==> config.mk <==
export PLATFORM = sky130hd
export DESIGN_NAME = data_mem_ctrl_flat
export DESIGN_NICKNAME = d
export VERILOG_FILES = /design/src/rtl/data_mem_pkg.sv /design/src/rtl/data_mem_if.sv /design/src/rtl/data_mem_array.sv /design/src/rtl/data_mem_ctrl.sv /design/src/flat_wrapper.sv
export SDC_FILE = /design/constraint.sdc
export NUM_CORES = 1
export LEC_CHECK = 0
export ABC_CLOCK_PERIOD_IN_PS = 1900
export BUFFER_PORTS_ARGS = -buffer_cell sky130_fd_sc_hd__buf_4
export CORE_ASPECT_RATIO = 0.8
export CORE_MARGIN = 2
export CORE_UTILIZATION = 45
export CTS_BUF_LIST = sky130_fd_sc_hd__clkbuf_16
export CTS_CLUSTER_SIZE = 25
export DETAILED_ROUTE_END_ITERATION = 12
export PLACE_DENSITY_LB_ADDON = 0.1
export SLEW_MARGIN = 30
export SYNTH_ARGS = -nofsm -noshare
export SYNTH_HDL_FRONTEND = slang
export SYNTH_SLANG_ARGS = --single-unit
==> constraint.sdc <==
create_clock -name clk -period 1.9 [get_ports clk]
set_clock_uncertainty 0.2 [all_clocks]
set_input_delay 0.19 -clock clk [delete_from_list [all_inputs] [get_ports clk]]
set_output_delay 0.19 -clock clk [all_outputs]
set_load 0.005 [all_outputs]
==> src/rtl/data_mem_pkg.sv <==
// data_mem_pkg: shared state encoding and index-width helper for data_mem_ctrl
package data_mem_pkg;
  typedef enum logic [0:0] {CLEAR = 1'b0, IDLE = 1'b1} state_e;
  localparam logic [0:0] ST_CLEAR = CLEAR;
  localparam logic [0:0] ST_IDLE  = IDLE;
  function automatic int idx_w(input int depth);
    return depth > 1 ? $clog2(depth) : 1;
  endfunction
endpackage

==> src/rtl/data_mem_if.sv <==
// data_mem_if: valid/ready request and response channels of the data memory
interface data_mem_if #(parameter int DATA_W = 8, parameter int ADDR_W = 8);
  logic              req_valid;
  logic              req_ready;
  logic              req_we;
  logic [ADDR_W-1:0] req_addr;
  logic [DATA_W-1:0] req_wdata;
  logic              rsp_valid;
  logic              rsp_ready;
  logic              rsp_we;
  logic [DATA_W-1:0] rsp_rdata;
  logic              rsp_err;
  modport master (
    output req_valid, req_we, req_addr, req_wdata, rsp_ready,
    input  req_ready, rsp_valid, rsp_we, rsp_rdata, rsp_err
  );
  modport slave (
    input  req_valid, req_we, req_addr, req_wdata, rsp_ready,
    output req_ready, rsp_valid, rsp_we, rsp_rdata, rsp_err
  );
endinterface

==> src/rtl/data_mem_array.sv <==
// data_mem_array: DATA_W x DEPTH storage, synchronous write, asynchronous read, no reset
module data_mem_array
  import data_mem_pkg::*;
#(
  parameter int DATA_W = 8,
  parameter int DEPTH  = 16,
  parameter int IW     = idx_w(DEPTH)
) (
  input  logic              clk,
  input  logic              we_i,
  input  logic [IW-1:0]     waddr_i,
  input  logic [DATA_W-1:0] wdata_i,
  input  logic [IW-1:0]     raddr_i,
  output logic [DATA_W-1:0] rdata_o
);
  logic [DATA_W-1:0] mem [DEPTH];
  always_ff @(posedge clk)
    if (we_i) mem[waddr_i] <= wdata_i;
  assign rdata_o = mem[raddr_i];
endmodule

==> src/rtl/data_mem_ctrl.sv <==
// data_mem_ctrl: handshaked data memory with range check, registered response and clear sweep
module data_mem_ctrl
  import data_mem_pkg::*;
#(
  parameter int DATA_W = 8,
  parameter int ADDR_W = 8,
  parameter int DEPTH  = 16
) (
  input  logic       clk,
  input  logic       rst_n,
  data_mem_if.slave  bus,
  input  logic       clear,
  output logic       busy
);
  localparam int IW = idx_w(DEPTH);
  localparam logic [IW-1:0] LAST = IW'(DEPTH - 1);

  if (DEPTH < 2 || DEPTH > (1 << ADDR_W)) begin : g_bad_depth
    $error("data_mem_ctrl: DEPTH out of range for ADDR_W");
  end

  logic [0:0]        state_q, state_d;
  logic [IW-1:0]     ptr_q, ptr_d;
  logic              rsp_valid_q, rsp_valid_d;
  logic              rsp_we_q, rsp_we_d;
  logic              rsp_err_q, rsp_err_d;
  logic [DATA_W-1:0] rsp_rdata_q, rsp_rdata_d;
  logic              accept, in_range, hold, mem_we;
  logic [IW-1:0]     idx, waddr;
  logic [DATA_W-1:0] wdata, rd;

  assign busy          = state_q == ST_CLEAR;
  assign in_range      = {1'b0, bus.req_addr} < (ADDR_W + 1)'(DEPTH);
  assign idx           = bus.req_addr[IW-1:0];
  assign bus.req_ready = state_q == ST_IDLE && (!rsp_valid_q || bus.rsp_ready);
  assign accept        = bus.req_valid && bus.req_ready;
  assign hold          = rsp_valid_q && !bus.rsp_ready;

  // the sweep owns the write port while busy; requests cannot be accepted then
  always_comb begin
    mem_we      = busy || (accept && bus.req_we && in_range);
    waddr       = busy ? ptr_q : idx;
    wdata       = busy ? '0 : bus.req_wdata;
    state_d     = busy ? (ptr_q == LAST ? ST_IDLE : ST_CLEAR) : (clear ? ST_CLEAR : ST_IDLE);
    ptr_d       = busy && ptr_q != LAST ? ptr_q + 1'b1 : '0;
    rsp_valid_d = accept || hold;
    rsp_we_d    = accept ? bus.req_we : hold && rsp_we_q;
    rsp_err_d   = accept ? !in_range : hold && rsp_err_q;
    rsp_rdata_d = accept ? (!bus.req_we && in_range ? rd : '0) : hold ? rsp_rdata_q : '0;
  end

  always_ff @(posedge clk or negedge rst_n)
    if (!rst_n) begin
      state_q     <= ST_CLEAR;
      ptr_q       <= '0;
      rsp_valid_q <= 1'b0;
      rsp_we_q    <= 1'b0;
      rsp_err_q   <= 1'b0;
      rsp_rdata_q <= '0;
    end else begin
      state_q     <= state_d;
      ptr_q       <= ptr_d;
      rsp_valid_q <= rsp_valid_d;
      rsp_we_q    <= rsp_we_d;
      rsp_err_q   <= rsp_err_d;
      rsp_rdata_q <= rsp_rdata_d;
    end

  data_mem_array #(.DATA_W(DATA_W), .DEPTH(DEPTH), .IW(IW)) u_array (
    .clk     (clk),
    .we_i    (mem_we),
    .waddr_i (waddr),
    .wdata_i (wdata),
    .raddr_i (idx),
    .rdata_o (rd)
  );

  assign bus.rsp_valid = rsp_valid_q;
  assign bus.rsp_we    = rsp_we_q;
  assign bus.rsp_err   = rsp_err_q;
  assign bus.rsp_rdata = rsp_rdata_q;
endmodule

==> src/flat_wrapper.sv <==
// flat-port wrapper written by rule: the top's interface ports become plain ports
module data_mem_ctrl_flat import data_mem_pkg::*;
#(
  parameter int DATA_W = 8,
  parameter int ADDR_W = 8,
  parameter int DEPTH  = 16
)
  (clk, rst_n, clear, busy, bus_req_valid, bus_req_we, bus_req_addr, bus_req_wdata, bus_rsp_ready, bus_req_ready, bus_rsp_valid, bus_rsp_we, bus_rsp_rdata, bus_rsp_err);
  data_mem_if #(.DATA_W(DATA_W), .ADDR_W(ADDR_W)) bus_i ();
  input  logic clk;
  input  logic rst_n;
  input  logic clear;
  output logic busy;
  input wire logic [$bits(bus_i.req_valid)-1:0] bus_req_valid;
  input wire logic [$bits(bus_i.req_we)-1:0] bus_req_we;
  input wire logic [$bits(bus_i.req_addr)-1:0] bus_req_addr;
  input wire logic [$bits(bus_i.req_wdata)-1:0] bus_req_wdata;
  input wire logic [$bits(bus_i.rsp_ready)-1:0] bus_rsp_ready;
  output wire logic [$bits(bus_i.req_ready)-1:0] bus_req_ready;
  output wire logic [$bits(bus_i.rsp_valid)-1:0] bus_rsp_valid;
  output wire logic [$bits(bus_i.rsp_we)-1:0] bus_rsp_we;
  output wire logic [$bits(bus_i.rsp_rdata)-1:0] bus_rsp_rdata;
  output wire logic [$bits(bus_i.rsp_err)-1:0] bus_rsp_err;
  assign bus_i.req_valid = bus_req_valid;
  assign bus_i.req_we = bus_req_we;
  assign bus_i.req_addr = bus_req_addr;
  assign bus_i.req_wdata = bus_req_wdata;
  assign bus_i.rsp_ready = bus_rsp_ready;
  assign bus_req_ready = bus_i.req_ready;
  assign bus_rsp_valid = bus_i.rsp_valid;
  assign bus_rsp_we = bus_i.rsp_we;
  assign bus_rsp_rdata = bus_i.rsp_rdata;
  assign bus_rsp_err = bus_i.rsp_err;
  data_mem_ctrl #(.DATA_W(DATA_W), .ADDR_W(ADDR_W), .DEPTH(DEPTH)) u_core (.clk(clk), .rst_n(rst_n), .bus(bus_i), .clear(clear), .busy(busy));
endmodule
==> metrics.txt <==
clock-pin slew on the worst setup and hold paths=60 ps; clock sinks=144; # fillers=962; chip height=106 um; # rows=37; vias post-DR=3205; htree depth=4; pre-CTS setup slack=-90.3 ps; post-synth design cell area=5800 um^2; Slew Viols, Final=0; hold worst-path end=u_core.bus.rsp_valid; critical path's slowest cell=dlygate4sd3_1; clock power share=36.0%; worst-case clock buffer depth=2; Clock Latency Late Sink=420 ps; Initial Utilization=45.5%; vias in the first global route=3207; WL final=13200 um; dpl cell area=6700 um^2; fmax=0.540 GHz; final setup fails=0; Worst VDD drop=669 uV; worst path bufs/invs=2; area of the multi-input gates=1500 um^2; Seq pwr share=44.3%; Reg2Reg Setup Slack=50 ps; Critical Path AT=1940 ps; Hold Crit Class=in -> reg; first-pass detailed-route iteration total=4; critical-path cell list=buf_8 -> nand2_1 -> nor2_1 -> a22o_1 -> dlygate4sd3_1; Reg-to-Reg Start=u_core.state_q; wire per inst=22.6 um; Startpoint Class=flop; RSZ-0062 raised after global routing=false; PnR Total Power=9800 uW; synth unique cells=33; cell taking the most area after synthesis=edfxtp_1; Sw Share=26.3%; net switching power=2580 uW; Avg Inst Size Synth=19.5 um^2; Final WS setup=48.4 ps; initial antenna violation count=0; total gr overflow=0; layout cells sized above 1=40.7%; Comb power frac=19.7%; io pins=35; Seq/Total Area, Yosys=73.2%; # diodes=0; critical path required time=1990 ps; Tcrit/Tclk final=97.5%; critical path class=reg -> reg; Critical Path Fanout Max=15; Residual DRC=0; flops & latches, synth=144; Routed Antenna Nets=0; Final min period=1850 ps; CTS tree=built; Final nets=418; Static Leak=0.00273 uW; delay of the slowest critical-path stage=550 ps; DIE AREA=13800 um^2; Iter 0 DRT Violations=290; Die Wd=131 um; Layout area overhead=29.2%; hpwl dp=8610 um; Tot GR Track Use=20.6%; Pwr Density=1310 nW/um^2; most area-consuming cells after synthesis=edfxtp_1 (66%), mux4_2 (12%), dfrtp_1 (6.9%); post-route design area=7490 um^2; DR vias/cell=5.50; status=finished, final reports clean; Synth Instances=298; Synthesis Warnings=0; CP endpoint kind=flop; Core Area=12700 um^2; largest net degree at the start of global routing=22; Hold Path Stages=3; max_cap viols=0; Power Internal=7220 uW; Slew HR=57.0%; share of the synthesized area in the top cell type=66.3%; post-synth net total=321; RD Place Congestion=0.793; Hold Crit Start=bus_rsp_ready; root buffer cell=clkbuf_16; Register Area=4250 um^2; FF-to-FF path depth=5; Crit path max-delay family=buffers and inverters; total CTS buffers=17; port bufs=34; first-pass GRT wire length=19800 um; FF-to-FF End=u_core.bus.rsp_we; Worst Tran Pin Value=645 ps; Fin. Hold Viols=0
==> layout make-up <==
type / count / area share [%]
sequential: 144 / 56.7
multi-input combinational: 136 / 20.0
tap: 175 / 2.92
timing repair buffer: 93 / 11.8
inverter: 3 / 0.167
clock buffer: 17 / 5.68
clock inverter: 15 / 2.81
==> per-stage QoR <==
stage / std cells / hold slack [ps] / TNS, ps / util (%)
detailed placement: 543 / -112 / -2920 / 52.6
global route: 583 / 5.30 / 0 / 58.9
CTS: 582 / 40.0 / 0 / 58.2
finish: 583 / 2.53 / 0 / 58.9
floorplan: 298 / -306 / -15490 / -
global placement: 543 / -116 / -4850 / 52.6
==> Yosys cell counts <==
cell type / count
nor4_4: 1
nor3_1: 1
inv_1: 2
and3b_1: 4
o31ai_1: 1
mux4_2: 32
nand4_2: 1
nand4b_1: 1
nand3_1: 2
ha_1: 1
nand4_1: 5
nand2b_1: 1
xnor2_1: 1
nand2_1: 14
and3_1: 2
o32a_1: 1
a31oi_1: 3
clkinv_1: 1
edfxtp_1: 128
mux2i_1: 16
o21ai_0: 2
nand4b_2: 1
buf_2: 5
buf_6: 6
clkbuf_1: 4
and2_1: 10
nor2_1: 5
nor2b_1: 2
a21oi_1: 19
o221ai_1: 8
dfrtp_1: 16
a22o_1: 1
nor3b_1: 1
==> worst reg2reg max path: cells and delay by family (launching register included) <==
family	cells	cell delay [ps]
AO/OA/AOI/OAI	1	170
flip-flops	1	480
buffers and inverters	2	730
AND/OR/NAND/NOR	2	150
==> worst max path at each step <==
stage,slack [ps],cells past startpoint,end,startpoint
global placement,-110,5,u_core.u_array.mem[1][2],bus_req_addr[6]
CTS,9,5,u_core.u_array.mem[2][5],u_core.state_q
floorplan,-160,6,u_core.u_array.mem[4][0],bus_req_addr[0]
finish,50,5,u_core.bus.rsp_we,u_core.state_q
detailed placement,-90,5,u_core.u_array.mem[1][4],bus_req_addr[6]
global route,2,5,u_core.bus.rsp_we,u_core.state_q
==> kinds of logic (layout without fill, tap and decap cells) <==
| logic type | count (synthesis) | in the layout | share of synthesized area (%) |
|---|---|---|---|
| flops | 144 | 144 | 73.2 |
| simple gates | 51 | 51 | 5.37 |
| mux | 48 | 48 | 15.2 |
| compound gates | 35 | 35 | 3.80 |
| buf+inv | 18 | 128 | 2.05 |
| fa+ha+maj | 1 | 1 | 0.216 |
| xor+xnor | 1 | 1 | 0.151 |
==> state kept, by name, indices dropped and copies added (netlist names) <==
| signal | flops |
|---|---|
| u_core.bus.rsp_we | 1 |
| u_core.bus.rsp_valid | 1 |
| u_core.bus.rsp_rdata | 8 |
| u_core.bus.rsp_err | 1 |
| u_core.u_array.mem | 128 |
| u_core.ptr_q | 4 |
| u_core.state_q | 1 |
==> power groups by stage <==
stage	clock network (uW)	registers, uW	logic [uW]
floorplan	0	4320	935
global placement	0	4390	1830
global route	3720	4380	2070
finish	3530	4350	1930
detailed placement	0	4390	1840
CTS	3590	4340	1860
==> layer usage <==
layer | part of all wire, % | global-route usage, % | vias up
met2 | 46 | 29.5 | 114
met3 | 5.1 | 5.99 | 12
met5 | 0 | 0 | -
met1 | 48 | 30.9 | 1658
met4 | 1.3 | 6.16 | 0
li1 | - | - | 1421
==> what timing repair did <==
action	4_1_cts	5_1_grt
resized for setup	3	17
setup buffers	1	1
hold buffers	6	0
pin swaps	1	1
endpoints found under the hold margin	20	0
endpoints found under the setup margin	55	96
==> layout by cell type, fill, tap and decap left out, drive strengths merged, types with 5 or more instances in the layout <==
| master | count |
|---|---|
| edfxtp | 128 |
| buf | 87 |
| mux4 | 32 |
| a21oi | 19 |
| clkbuf | 17 |
| mux2i | 16 |
| dfrtp | 16 |
| nand2 | 14 |
| and2 | 10 |
| o221ai | 8 |
| clkinv | 8 |
| dlygate4sd3 | 6 |
| nand4 | 6 |
| nor2 | 5 |
| inv | 5 |
(Power assumes the default switching activity.)
